`src/rtl/fw_loader_pkg.sv`:
```
// Shared constants and state encoding for the firmware boot loader.
// Widths mirror the CPU/memory build; RESET_VECTOR is the 6502 reset vector low byte.
package fw_loader_pkg;

  localparam int ADDR_WIDTH = 16;
  localparam int REG_WIDTH  = 8;

  localparam logic [15:0] RESET_VECTOR     = 16'hFFFC;
  localparam logic [15:0] INSTRUCTION_BASE = 16'h0200;

  typedef enum logic [2:0] {
    ST_IDLE   = 3'd0,
    ST_LOAD   = 3'd1,
    ST_VEC_LO = 3'd2,
    ST_VEC_HI = 3'd3,
    ST_DONE   = 3'd4
  } state_t;

endpackage

```
`src/rtl/fw_loader.sv`:
```
// Streams firmware bytes into memory from a base address, then writes the reset vector
// to point at that base; the CPU is held in reset until the image is complete.
module fw_loader #(
  parameter int ADDR_WIDTH = fw_loader_pkg::ADDR_WIDTH,
  parameter int REG_WIDTH  = fw_loader_pkg::REG_WIDTH,
  parameter logic [ADDR_WIDTH-1:0] VEC_ADDR = fw_loader_pkg::RESET_VECTOR
) (
  input  logic                  clk,
  input  logic                  reset,
  input  logic                  start,
  input  logic [ADDR_WIDTH-1:0] base_addr,
  input  logic [ADDR_WIDTH-1:0] length,
  input  logic                  s_valid,
  input  logic [REG_WIDTH-1:0]  s_data,
  output logic                  s_ready,
  output logic                  mem_we,
  output logic [ADDR_WIDTH-1:0] mem_addr,
  output logic [REG_WIDTH-1:0]  mem_din,
  output logic                  busy,
  output logic                  done,
  output logic [REG_WIDTH-1:0]  checksum,
  output logic                  cpu_reset_n
);
  import fw_loader_pkg::*;

  state_t                state, state_nxt;
  logic [ADDR_WIDTH-1:0] base_q, len_q, count;
  logic                  done_q;
  logic                  start_ok, xfer, last;

  assign start_ok = start && (state == ST_IDLE || state == ST_DONE);
  assign xfer     = s_valid && s_ready;
  assign last     = (count == len_q - ADDR_WIDTH'(1));

  always_ff @(posedge clk) begin
    if (reset) state <= ST_IDLE;
    else       state <= state_nxt;
  end

  always_comb begin
    state_nxt = state;
    case (state)
      ST_IDLE, ST_DONE: begin
        if (start) state_nxt = (length != '0) ? ST_LOAD : ST_VEC_LO;
      end
      ST_LOAD:   if (xfer && last) state_nxt = ST_VEC_LO;
      ST_VEC_LO: state_nxt = ST_VEC_HI;
      ST_VEC_HI: state_nxt = ST_DONE;
      default:   state_nxt = ST_IDLE;
    endcase
  end

  always_comb begin
    s_ready = 1'b0;
    busy    = 1'b0;
    case (state)
      ST_LOAD:              begin s_ready = 1'b1; busy = 1'b1; end
      ST_VEC_LO, ST_VEC_HI: busy = 1'b1;
      default:              ;
    endcase
  end

  // Write port and bookkeeping are registered; done lags DONE by one cycle but
  // clears on the same edge that accepts a new start.
  always_ff @(posedge clk) begin
    if (reset) begin
      base_q   <= '0;
      len_q    <= '0;
      count    <= '0;
      checksum <= '0;
      mem_we   <= 1'b0;
      mem_addr <= '0;
      mem_din  <= '0;
      done_q   <= 1'b0;
    end else begin
      mem_we <= 1'b0;
      done_q <= (state == ST_DONE) && !start;
      if (start_ok) begin
        base_q   <= base_addr;
        len_q    <= length;
        count    <= '0;
        checksum <= '0;
      end
      case (state)
        ST_LOAD: begin
          if (xfer) begin
            mem_we   <= 1'b1;
            mem_addr <= base_q + count;
            mem_din  <= s_data;
            checksum <= checksum + s_data;
            count    <= count + ADDR_WIDTH'(1);
          end
        end
        ST_VEC_LO: begin
          mem_we   <= 1'b1;
          mem_addr <= VEC_ADDR;
          mem_din  <= base_q[REG_WIDTH-1:0];
        end
        ST_VEC_HI: begin
          mem_we   <= 1'b1;
          mem_addr <= VEC_ADDR + ADDR_WIDTH'(1);
          mem_din  <= base_q[2*REG_WIDTH-1:REG_WIDTH];
        end
        default: ;
      endcase
    end
  end

  assign done        = done_q;
  assign cpu_reset_n = done_q;

endmodule

```
`config.mk`:
```
export PLATFORM = sky130hd
export DESIGN_NAME = fw_loader
export DESIGN_NICKNAME = d
export VERILOG_FILES = /design/src/rtl/fw_loader_pkg.sv /design/src/rtl/fw_loader.sv
export SDC_FILE = /design/constraint.sdc
export NUM_CORES = 1
export LEC_CHECK = 0
export BUFFER_PORTS_ARGS = -buffer_cell sky130_fd_sc_hd__clkbuf_2
export CAP_MARGIN = 20
export CORE_MARGIN = 2
export CORE_UTILIZATION = 61
export CTS_CLUSTER_DIAMETER = 120
export DETAILED_ROUTE_END_ITERATION = 10
export GPL_ROUTABILITY_DRIVEN = 0
export PLACE_DENSITY = 0.93
export SYNTH_ARGS = -nofsm -noshare
export SYNTH_HDL_FRONTEND = slang
export SYNTH_SLANG_ARGS = --single-unit
```
`constraint.sdc`:
```
create_clock -name clk -period 4.8 [get_ports clk]
set_clock_uncertainty 0.1 [all_clocks]
set_input_delay 0 -clock clk [delete_from_list [all_inputs] [get_ports clk]]
set_output_delay 0 -clock clk [all_outputs]
set_load 0.05 [all_outputs]
```
* Word-level counts from Yosys, hierarchy flattened
Index checks and enable logic that the tools add are counted.
** Word-level totals
- Input bits :: 44
- Word-level logic and storage cells :: 53
- Flip-flop bits (word level) :: 85
** Cells by class
- Reductions and logical operators :: 14
- Add/sub/neg operators :: 4
- Muxes and demuxes :: 18
- Equal/unequal tests :: 8
** Operators by type and width (number)
- 16-bit 2-to-1 mux :: 4
- 16-bit one-hot mux with 3 select lines :: 1
- 8-bit 2-to-1 mux :: 4
- 8-bit one-hot mux with 3 select lines :: 1
- 16-bit by 1-bit adder with 16-bit output (second input constant) :: 1
- 16-bit adder :: 1
- 16-bit == test :: 1
- 16-bit nonzero test :: 1
- 16-bit by 1-bit subtractor with 16-bit output (second input constant) :: 1
- 3-bit one-hot mux with 4 select lines :: 1
- 8-bit adder :: 1
- 3-bit by 2-bit == test with 1-bit output (second input constant) :: 2
- 3-bit 2-to-1 mux :: 2
- 2-bit inequality test (second input constant) :: 3
- 1-bit logical AND :: 4
- 2-bit AND reduction :: 2
- 2-bit OR reduction :: 2
- 3-bit by 1-bit == test with 1-bit output (second input constant) :: 1
- 3-bit == test (second input constant) :: 1
- 3-bit zero test :: 1
- 1-bit 2-to-1 mux :: 3
- 3-bit nonzero test :: 1
- 3-bit OR reduction :: 1
- 2-bit 2-to-1 mux :: 1
- other kinds (3) :: 3

* Longest topological paths before layout
- Word-level depth :: 6
- Mapped depth :: 10
- Mapped depth without buffers :: 10

* Worst setup path after synthesis
OpenSTA, ideal clock, no wires.
- Kind :: reg-to-reg
- From :: reg state[0]
- To :: reg checksum[7]
- Period minus slack after synthesis :: 2.877 ns
- Slack :: 1.923 ns
- Data arrival time :: 2.712 ns
- Stages on the path, launching flop included :: 7
- Path through :: dfxtp_1 > clkbuf_1 > nor3b_1 > nand2_1 > nor3b_1 > mux2_2 > nor2_1
** RTL lines
- start, declared :: line fw_loader.sv:26 : state_t state, state_nxt;
- start signal, assigned :: line fw_loader.sv:37 : else state <= state_nxt;
- 3-bit by 1-bit == test with 1-bit output :: line fw_loader.sv:56 : case (state)
- 1-bit 2-to-1 mux :: line fw_loader.sv:56
- net s_ready :: line fw_loader.sv:15 : output logic s_ready,
- 1-bit logical AND :: line fw_loader.sv:32 : assign xfer = s_valid && s_ready;
- 8-bit 2-to-1 mux :: line fw_loader.sv:86 : if (xfer) begin
- 8-bit 2-to-1 mux :: line fw_loader.sv:84 : case (state)
- end signal, assigned :: line fw_loader.sv:90 : checksum <= checksum + s_data;
- end, declared :: line fw_loader.sv:21 : output logic [REG_WIDTH-1:0] checksum,
The timed path passes the listed nets, and every way through them passes these cells.
A chain may end at the register's enable or synchronous reset.

* Final worst setup path
- From :: reg state[0]
- To :: reg count[14]
** Between the ends
- Cells in the longest elaborated chain, start to end :: 6
** Ends and longest elaborated chain
- 3-bit == test / 3-bit zero test (equally long branches) :: line fw_loader.sv:31 : assign start_ok = start && (state == ST_IDLE || state == ST_DONE);
- 1-bit logical OR :: line fw_loader.sv:31
- 1-bit logical AND :: line fw_loader.sv:31
- 16-bit 2-to-1 mux :: line fw_loader.sv:78 : if (start_ok) begin
- 16-bit 2-to-1 mux :: line fw_loader.sv:86
- 16-bit 2-to-1 mux * :: line fw_loader.sv:84
- end signal, assigned :: line fw_loader.sv:91 : count <= count + ADDR_WIDTH'(1);
- end, declared :: line fw_loader.sv:27 : logic [ADDR_WIDTH-1:0] base_q, len_q, count;
Mark *: on every way between the ends. The rest lies on a longest branch, timed or not.

==> results.md <==
- Util after Layout: 76.0%
- Die Span X: 91.8 um
- Largest family of logic cells by synthesized area: simple AND/OR/NAND/NOR gates
- First-pass GRT wire length: 21600 um
- FF-to-FF Start: state[0]
- Non-filler cells, final: 803
- Synth Area in XOR/XNOR: 8.19%
- Worst Path Max Fanout: 26
- Prevailing post-synth register cell: dfxtp_1
- Worst path arrival time: 2.84 ns
- Root Buffer: clkbuf_8
- Synth top area cells: dfxtp_1, nand2_1, a21oi_1, ha_1, xnor2_1
- Power share of the clock group: 24.4%
- Post-synth top area cell: dfxtp_1
- Worst-Skew Late Latency: 0.36 ns
- Gr usage total: 31.9%
- Yosys warns: 0
- Avg Cell Area, Syn: 7.94 um2
- Worst-margin pin slew: 0.732 ns
- Post-synthesis simple-gate area fraction: 22.6%
- Pin count of the biggest net entering global routing: 57
- Die area: 8440 um2
- Sw Share: 38.5%
- Multiplexer share of the synthesized area: 2.39%
- Setup Viol. Count Final: 0
- Final wirelength: 13400 um
- Post-synth EDFFs: 0
- Post-CTS setup repair buffer count: 0
- Switch Pwr: 0.000789 W
- Antenna cells: 0
- Resized Gates After CTS: 0
- Status: complete, no violations
- Syn Std Cell Area: 4710 um2
- Max-cap violation count: 0
- Clk buf depth: 2
- Detail-routed via count per cell: 6.04
- Routed len/inst: 16.7 um
- Clock sinks: 85
- Post-DP HPWL: 8800 um
- RSZ-0062 raised after global routing: no
- Buffers on Ports: 80
- Most frequent cells in the layout: nand2_1, dfxtp_1, clkbuf_2
- Async SR Flop Fraction: 0%
- P_leak: 2.41 nW
- Number of global-route vias before repair: 4643
- DP Cell Count: 746
- P per Cell Area: 355 nW/um2
- Worst min path class: in -> reg
- Syn Nets: 663
- Peak Freq: 372 MHz
- Via count: 4854
- Initial antenna violation count: 0
- I/O pin count: 81
- # hold bufs at CTS: 41
- Final period util: 56.0%
- Crit path required time: 4.96 ns
- Logic pwr share: 33.9%
- Startpoint types: register
- CTS tree: yes
- Final hold violation count: 0
- Rel. slew slack: 51.2%
- Post-synthesis compound-gate area fraction: 20.1%
- Max Slew Vio Count: 0
- H-tree levels: 3
- Detail Route Antenna Nets: 0
- Core Area: 7610 um2
- Final hold slack: 0.108 ns
- Yosys reg bits: 85
- Initial drt markers: 357
- Most common cell after layout, fill and taps aside: nand2_1
- # rows: 32
- Initial core utilization: 61.9%
- Seq pwr share: 41.8%
- Post-synth cell types: 52
- Tmin final: 2.69 ns
- Fillers: 548
- Post-Synth Adder-Cell Area: 7.23%
- Area growth syn-to-layout: 22.8%
- Share of layout cells above drive strength 1: 15.5%
- Inserted Clock Buffers: 9
- Sequential element share of the synthesized area: 36.2%
- Worst vdd ir: 162 uV
- Top cell type's share of synthesized area: 36.2%
- Setup Crit Path Kind: reg -> reg
- Residual DRC: 0
- HP Start: reset
- Gr ovfl total: 0
- Die Y: 91.8 um
- P_int: 0.00126 W
- Critical path capture point type: register
- Final #Nets: 768
- Mapped Cells: 593
- Design Area, Final: 5780 um2
- Post-DP Area: 5150 um2
- Pre-antenna DRT Iters: 5
- Clk slew on worst S/H paths: 0.08 ns
- Worst setup startpoint: state[0]
- Setup_tns: 0 ns
## flip-flops by register name, summed over array words and instances, names as in the netlist
| register | count |
|---|---|
| base_q | 16 |
| count | 16 |
| len_q | 16 |
| mem_we | 1 |
| mem_din | 8 |
| checksum | 8 |
| mem_addr | 16 |
| cpu_reset_n | 1 |
| state | 3 |
## worst paths after layout
path                       to  slack (ns)  cells after the start
setup / recovery    count[14]        2.11                      8
hold / removal    mem_addr[1]        0.11                      3
setup reg to reg    count[14]        2.11                      8
hold reg to reg    mem_din[7]        0.36                      2
## power by group through the flow
stage / Combinational [W] / Sequential (W) / Clock [W]
after global placement: 0.000617 / 0.000862 / 0
after global routing: 0.000744 / 0.000863 / 0.000527
after floorplan: 0.000361 / 0.000976 / 0
final: 0.000694 / 0.000856 / 0.000499
after detailed placement: 0.000635 / 0.000866 / 0
after CTS: 0.000667 / 0.000851 / 0.000496
## final cells by class
class	instances	area, um2	share of cell area (%)
flip-flops and latches	85	1700	29.4
inverters	8	30.0	0.520
clock buffers	12	145	2.51
multi-input cells	467	2860	49.5
well taps	102	128	2.21
clock inverters	2	35.0	0.606
repair buffers	127	876	15.2
## Yosys cell counts, drive strengths merged (7+ instances only)
cell	count
o21ai	26
clkbuf	29
mux2i	9
nand2	106
xnor2	24
nor3	14
a21oi	75
ha	24
o211ai	11
o21a	11
dfxtp	85
nor2	41
nand4	7
inv	8
nand3	15
xor2	20
## metrics by stage
step | total power [W] | setup slack (ns)
floorplan | 0.00134 | 1.92
global placement | 0.00148 | 2.28
detailed placement | 0.00150 | 2.20
CTS | 0.00201 | 2.17
global route | 0.00213 | 1.87
finish | 0.00205 | 2.11
## kinds of logic (layout without fill, tap and decap cells)
kind of cell    Yosys count  count (layout)
simple gates            228             228
compound gates          158             158
flops                    85              85
xor+xnor                 44              44
buf+inv                  41             149
fa+ha+maj                26              26
mux                      11              11
## per-layer routing
| layer | GRT usage [%] | routed length (um) |
|---|---|---|
| met5 | 0 | 0 |
| met4 | 14.4 | 495 |
| met1 | 37.1 | 5280 |
| met2 | 56.8 | 6630 |
| met3 | 6.00 | 971 |
## worst max-delay path, cell delays in order (launching register included)
cell      delay [ns]
dfxtp_1         0.80
nor4bb_4        0.34
buf_4           0.34
and3_1          0.29
nand2_1         0.11
nor2_1          0.16
nand2_1         0.09
and3_1          0.17
o21a_1          0.18
Power figures use the tool's default switching activity.
